**src/rtl/arbiter_rr_packet.sv**
```systemverilog
// Packet-level round-robin arbiter: N requesters share one output stream and the
// granted requester keeps the output until its last beat has been accepted.
module arbiter_rr_packet #(
    parameter int N                = 8,
    parameter int DW               = 32,
    parameter int INIT_LOWEST_PRIO = N - 1
) (
    input  logic                 clk,
    input  logic                 rst,
    input  logic [N-1:0]         in_valid,
    input  logic [N-1:0]         in_last,
    input  logic [N*DW-1:0]      in_data,
    output logic [N-1:0]         in_ready,
    output logic                 out_valid,
    output logic                 out_last,
    output logic [DW-1:0]        out_data,
    input  logic                 out_ready,
    output logic [$clog2(N)-1:0] out_id,
    output logic                 busy
);
    // state     | meaning
    // ST_IDLE   | no owner; a winner is picked from in_valid
    // ST_LOCKED | owner_q is connected to the output until its last beat is accepted

    localparam int IW = $clog2(N);

    typedef enum logic {
        ST_IDLE   = 1'b0,
        ST_LOCKED = 1'b1
    } state_t;

    state_t        state_q, state_d;
    logic [IW-1:0] owner_q, owner_d;
    logic [IW-1:0] low_prio_q, low_prio_d;
    logic [IW-1:0] winner;
    logic [IW-1:0] scan_idx;
    logic          win_found;
    logic          owner_done;
    logic [DW-1:0] data_arr [N];

    for (genvar g = 0; g < N; g++) begin : g_split
        assign data_arr[g] = in_data[g*DW +: DW];
    end

    // Scan starts just after the lowest-priority index and wraps around to it.
    always_comb begin
        winner    = '0;
        win_found = 1'b0;
        scan_idx  = '0;
        for (int k = 1; k <= N; k++) begin
            scan_idx = IW'((int'(low_prio_q) + k) % N);
            if (!win_found && in_valid[scan_idx]) begin
                winner    = scan_idx;
                win_found = 1'b1;
            end
        end
    end

    assign owner_done = in_valid[owner_q] & out_ready & in_last[owner_q];

    always_comb begin
        state_d    = state_q;
        owner_d    = owner_q;
        low_prio_d = low_prio_q;
        in_ready   = '0;
        out_valid  = 1'b0;
        out_last   = 1'b0;
        out_data   = '0;
        out_id     = '0;
        busy       = 1'b0;

        // Outputs are forced idle while rst is high so an aborted packet leaks no beat.
        if (!rst) begin
            case (state_q)
                ST_IDLE: begin
                    if (win_found) begin
                        state_d = ST_LOCKED;
                        owner_d = winner;
                    end
                end
                ST_LOCKED: begin
                    busy              = 1'b1;
                    out_id            = owner_q;
                    out_valid         = in_valid[owner_q];
                    out_last          = in_last[owner_q];
                    out_data          = data_arr[owner_q];
                    in_ready[owner_q] = out_ready;
                    if (owner_done) begin
                        state_d    = ST_IDLE;
                        low_prio_d = owner_q;
                    end
                end
                default: state_d = ST_IDLE;
            endcase
        end
    end

    always_ff @(posedge clk) begin
        if (rst) begin
            state_q    <= ST_IDLE;
            owner_q    <= '0;
            low_prio_q <= IW'(INIT_LOWEST_PRIO);
        end else begin
            state_q    <= state_d;
            owner_q    <= owner_d;
            low_prio_q <= low_prio_d;
        end
    end

endmodule

```
**config.mk**
```make
export PLATFORM = sky130hd
export DESIGN_NAME = arbiter_rr_packet
export DESIGN_NICKNAME = d
export VERILOG_FILES = /design/src/rtl/arbiter_rr_packet.sv
export SDC_FILE = /design/constraint.sdc
export NUM_CORES = 1
export LEC_CHECK = 0
export CORE_AREA = 2 2 123 125
export DETAILED_ROUTE_END_ITERATION = 7
export DIE_AREA = 0 0 125 127
export SLEW_MARGIN = 20
export SYNTH_ARGS = -nofsm -noshare
export SYNTH_HDL_FRONTEND = slang
export SYNTH_SLANG_ARGS = --single-unit
```
**constraint.sdc**
```tcl
create_clock -name clk -period 3.7 [get_ports clk]
set_clock_uncertainty 0.1 [all_clocks]
set_input_delay 0.74 -clock clk [delete_from_list [all_inputs] [get_ports clk]]
set_output_delay 0.74 -clock clk [all_outputs]
set_load 0.02 [all_outputs]
```
* Word level (Yosys, flattened, before mapping) *
Cells that the tools add are included.

cells by class
  add/subtract/negate cells = 8
  magnitude comparators = 11
  multiplexer cells = 56
  bitwise gates (word level) = 5
  reductions and logical operators = 17

operator list
  kind                 number
  $mux 32              4
  $bmux 32 s3          1
  $lt 3x4->1 const B   9
  $bmux 1 s3           10
  $mux 3               10
  $mux 1               27
  $mux 8               2
  $add 3x3->3 const B  4
  $and 8x8->8          1
  $logic_and 1x1->1    8
  $logic_not 1->1      7
  $add 3x1->3 const B  2
  $add 3x2->3 const B  2
  $ge 4x4->1 const B   1
  $not 3->4            1
  $reduce_and 2->1     2
  $demux 1 s3          1
  $ge 3x1->1 const B   1
  $and 1x1->1          2
  $pmux 1 s2           1
  $not 1->1            1

storage, ports and cells
  flip-flop bits (word level) = 7
  bits of input ports = 275
  output and inout bits = 46
  logic and storage cells = 100

* Longest topological paths before layout *
  depth after elaboration = 27
  gate-level depth with buffers = 13
  depth with buffers taken out = 9

* Least setup slack after synthesis *
No wires, ideal clock.

  path type = register to register
  start = register low_prio_q[0]
  end = register owner_q[1]
  setup time = 0.103 ns
  data arrival time = 2.834 ns
  data required time = 3.497 ns
  path slack = 0.663 ns
  cell stages (with the launch flop) = 13
  path buffers = 3
  clock period less this slack = 3.037 ns
  cell sequence = dfxtp_1 buf_6 clkinv_1 ha_1 clkbuf_2 mux4_2 mux2_4 and3b_1 buf_6 and3b_4 nor2_2 nor4b_4 a2111oi_2

on the way
  word-level cells in the longest chain between the ends = 26
  elaborated cells between the ends (all ways) = 55
  classes of those cells = add/sub (8); mux (32); reduce/logical (15)

RTL lines
  item                               line  source
  from (decl)                        34    logic [IW-1:0] low_prio_q, low_prio_d;
  from (signal assigned)             102   low_prio_q <= IW'(INIT_LOWEST_PRIO);
  from (signal assigned)             106   low_prio_q <= low_prio_d;
  $add 3x1->3                        51    scan_idx = IW'((int'(low_prio_q) + k) % N);
  $bmux 1 s3                         52    if (!win_found && in_valid[scan_idx]) begin
  $mux 1 (implied by the code)       52
  $mux 1                             52
  $logic_not 1->1                    52
  $logic_and 1x1->1                  52
  $mux 1                             52
  $logic_not 1->1                    52
  [10 not listed]                    n/a
  $mux 1                             52
  $logic_not 1->1                    52
  $logic_and 1x1->1                  52
  $mux 1                             52
  $logic_not 1->1                    52
  $logic_and 1x1->1                  52
  $mux 1                             52
  $reduce_and 2->1 (no source line)  n/a
  to (signal assigned)               105   owner_q <= owner_d;
  to (decl)                          33    logic [IW-1:0] owner_q, owner_d;

Parallel ways exist; a longest one is shown, timed or not. The select of a mux whose other input is x is not followed.
A chain may end at the register's enable or synchronous reset.

* Worst setup path after layout *
  start = input in_valid[3]
  end = output out_valid

on the way
  word-level cells in the longest chain between the ends = 4

RTL lines
  item                          line  source
  from (decl)                   10    input logic [N-1:0] in_valid,
  $bmux 1 s3                    84    out_valid = in_valid[owner_q];
  $mux 1 (implied by the code)  84
  $mux 1                        74    case (state_q)
  $mux 1                        73    if (!rst) begin
  to (decl)                     14    output logic out_valid,

No other way between the ends. The select of a mux whose other input is x is not followed.

==> run summary <==
===============================================================================================
DP Area                                                                              6758 sq um
Switching portion of total power                                                         0.3678
TritonCTS Buffers                                                                             3
Initial Util                                                                             0.2295
Via count                                                                                  3998
Count of buffers inserted at the top-level ports                                            320
Worst VDD drop                                                                        0.1302 mV
Cell area after synthesis                                                            3311 sq um
Via count of the first global-routing pass                                                 4271
Startpoint class of the critical path                                              primary input
Setup TNS                                                                                  0 ns
Antenna Diode Count                                                                           0
Total Routing Usage GR                                                                   0.2100
Row Count                                                                                    44
Number of placed instances, taps included                                                   783
Number of top-level design ports                                                            321
Critical path fanouts, max                                                                    7
Path category of the worst min-delay check                                              reg2reg
CTS tree                                                                                  built
Clock Power Share                                                                         0.118
Die footprint                                                                       15880 sq um
EDFF count, synth                                                                             0
Detailed Place HPWL                                                                15200 microns
Number of failing hold endpoints at the final stage                                           0
Level count of the clock H-tree                                                               1
Routed Wire Length                                                                 17770 microns
Headroom to the max-slew limit                                                           0.5023
Post-synth top flop                                                                     dfxtp_1
Average size of a mapped cell                                                       11.22 sq um
Synth unique cells                                                                           46
Share of cells above drive strength 1                                                    0.1891
Arrival time reported for the critical path endpoint                                    2.58 ns
Logic pwr share                                                                           0.805
Static leakage                                                                         2.552 nW
Clock input transition at the sequential cells of the worst setup and hold paths        0.04 ns
Total count of max-transition violations in the final report                                  0
Proportion of synthesized chip area in sequential cells                                 0.04233
Setup slack after placement                                                           0.2080 ns
Synth warn                                                                                    0
CTS Buffer Depth                                                                              2
Count of non-filler cells in the finished layout                                            787
Avg Vias per Cell                                                                         5.080
Total of flip-flops plus latches after synthesis                                              7
Number of design rule violations left after detail routing                                    0
Final worst slack                                                                     0.2797 ns
Clock tree sinks                                                                              7
Fin crit period                                                                        3.420 ns
Maximum clock frequency                                                              0.2924 GHz
Slew of the pin with the lowest slew margin                                           0.7455 ns
Number of buffers added to fix hold violations after cts                                      0
Total of fill cells in the finished design                                                 1351
Start-to-end type of the worst setup path                                                in2out
Global-route wire length before repair                                             25650 microns
CP required                                                                             2.86 ns
Antenna violations before repair                                                              0
Routed wire length per instance                                                    22.58 microns
Clk_lat worst skew                                                                      0.23 ns
Internal portion of total power                                                        1.005 mW
Cells after Synth                                                                           295
Number of search-and-repair iterations in the first detailed-routing pass                     4
Final design area excluding fillers                                                  6837 sq um
Share of the cycle needed by the critical path after routing                             0.9244
Power consumption                                                                      1.589 mW
Pin count of the biggest net entering global routing                                         72
Floorplan die width                                                                 125 microns
Post-synthesis cell type with the largest combined area                                  mux4_2
Root Buffer                                                                           clkbuf_16
Status                                                                             finished, final reports clean
Power per cell area                                                                232.5 nW/um^2
Starting DRC count in detailed routing                                                      223
Area fraction of the dominant cell type after synthesis                                  0.5034
Fin nets                                                                                    881
Remaining Overflow, GRT                                                                       0
Count of endpoints failing setup in the final report                                          0
Die boundary height                                                                 127 microns
Largest cells by area after synthesis                                              mux4_2 (50%), mux2i_1 (12%), nor2_1 (5.3%)
Post-CTS setup buffer count                                                                   0
Switching Power                                                                       0.5846 mW
Proportion of synthesized flip-flops having asynchronous set or reset                         0
Area added between synthesis and finish                                                  106.5%
Final weighted congestion in routability-driven placement                                0.9093
Core area                                                                           14420 sq um
Unrepaired setup endpoints after global routing                                              no
Maxcap violations                                                                             0
Kind of end point of the critical path                                             primary output
Routed Antenna Nets                                                                           0
Syn_nets                                                                                    572
Share of power burned in registers                                                        0.077
Number of instances resized during post-cts repair                                            0
===============================================================================================
-- synth_stat cells (3+ instances only) --
| master | instances |
|---|---|
| a21oi_1 | 7 |
| a221oi_1 | 5 |
| buf_1 | 5 |
| buf_6 | 4 |
| clkbuf_1 | 18 |
| dfxtp_1 | 7 |
| inv_1 | 10 |
| mux2i_1 | 39 |
| mux4_1 | 6 |
| mux4_2 | 74 |
| nand2_1 | 15 |
| nand3_1 | 4 |
| nor2_1 | 47 |
| nor3_1 | 5 |
| nor4_1 | 3 |
| o21ai_0 | 6 |
| xor2_1 | 3 |
-- registers in the layout, summed over array words and instances (netlist names) --
name,flops
low_prio_q,3
state_q,1
owner_q,3
-- layout by cell type, fill, tap and decap left out, types with 6 or more instances in the layout --
cell             instances
a21oi_1                  7
buf_12                   6
buf_4                   16
clkdlybuf4s50_1        314
inv_1                   10
mux2i_1                 39
mux4_1                   6
mux4_2                  74
nand2_1                 15
nor2_1                  47
o21ai_0                  6
-- power groups by stage --
stage	combinational (mW)	sequential, mW	clock (mW)
CTS	1.29	0.124	0.189
finish	1.28	0.123	0.187
global route	1.36	0.128	0.195
global placement	1.27	0.125	0
floorplan	0.757	0.0917	0
detailed placement	1.29	0.125	0
-- routing by layer --
metal / part of all wire / track usage / up-vias
li1: - / - / 1842
met2: 0.54 / 0.4089 / 208
met3: 0.071 / 0.04397 / 10
met4: 0.010 / 0.02941 / 0
met1: 0.38 / 0.2412 / 1938
met5: 0 / 0 / -
-- layout make-up --
type,count,area (sq um),area share
Sequential cell,7,145.1,0.02123
Clock buffer,4,78.83,0.01153
Inverter,12,45.04,0.006589
Tap cell,184,230.2,0.03367
Multi-Input combinational cell,244,2954,0.4321
Timing Repair Buffer,336,3383,0.4949
-- logic make-up after synthesis --
| family | synth area share |
|---|---|
| DFF | 0.04233 |
| muxes | 0.6871 |
| buffers and inverters | 0.06613 |
| and+or+nand+nor | 0.1179 |
| AOI/OAI and AO/OA | 0.06841 |
| adders and majority gates | 0.007557 |
| xor gates and xnor gates | 0.01058 |
-- metrics by stage --
step | hold slack, ns | util
2_1_floorplan | 0.3819 | -
3_3_place_gp | 0.4487 | 0.4685
3_5_place_dp | 0.4440 | 0.4685
4_1_cts | 0.4497 | 0.4740
5_1_grt | 0.4855 | 0.4740
6_report | 0.4530 | 0.4740
-- worst paths after layout --
kind                                    from                      end  slack [ns]  depth (start not counted)
setup / recovery                 in_valid[3]                out_valid        0.28                          5
hold / removal            state_q$_SDFF_PP0_       state_q$_SDFF_PP0_        0.45                          2
setup reg to reg  low_prio_q[2]$_SDFFE_PP1P_  owner_q[1]$_SDFFE_PP0P_        0.68                          7
hold reg to reg           state_q$_SDFF_PP0_       state_q$_SDFF_PP0_        0.45                          2
-- critical path, stage by stage --
cell	delay [ns]
clkdlybuf4s50_1	0.51
mux4_2	0.50
mux2i_1	0.20
nor2_1	0.07
clkdlybuf4s50_1	0.55
Note: power is estimated with default switching activity, not from simulation.
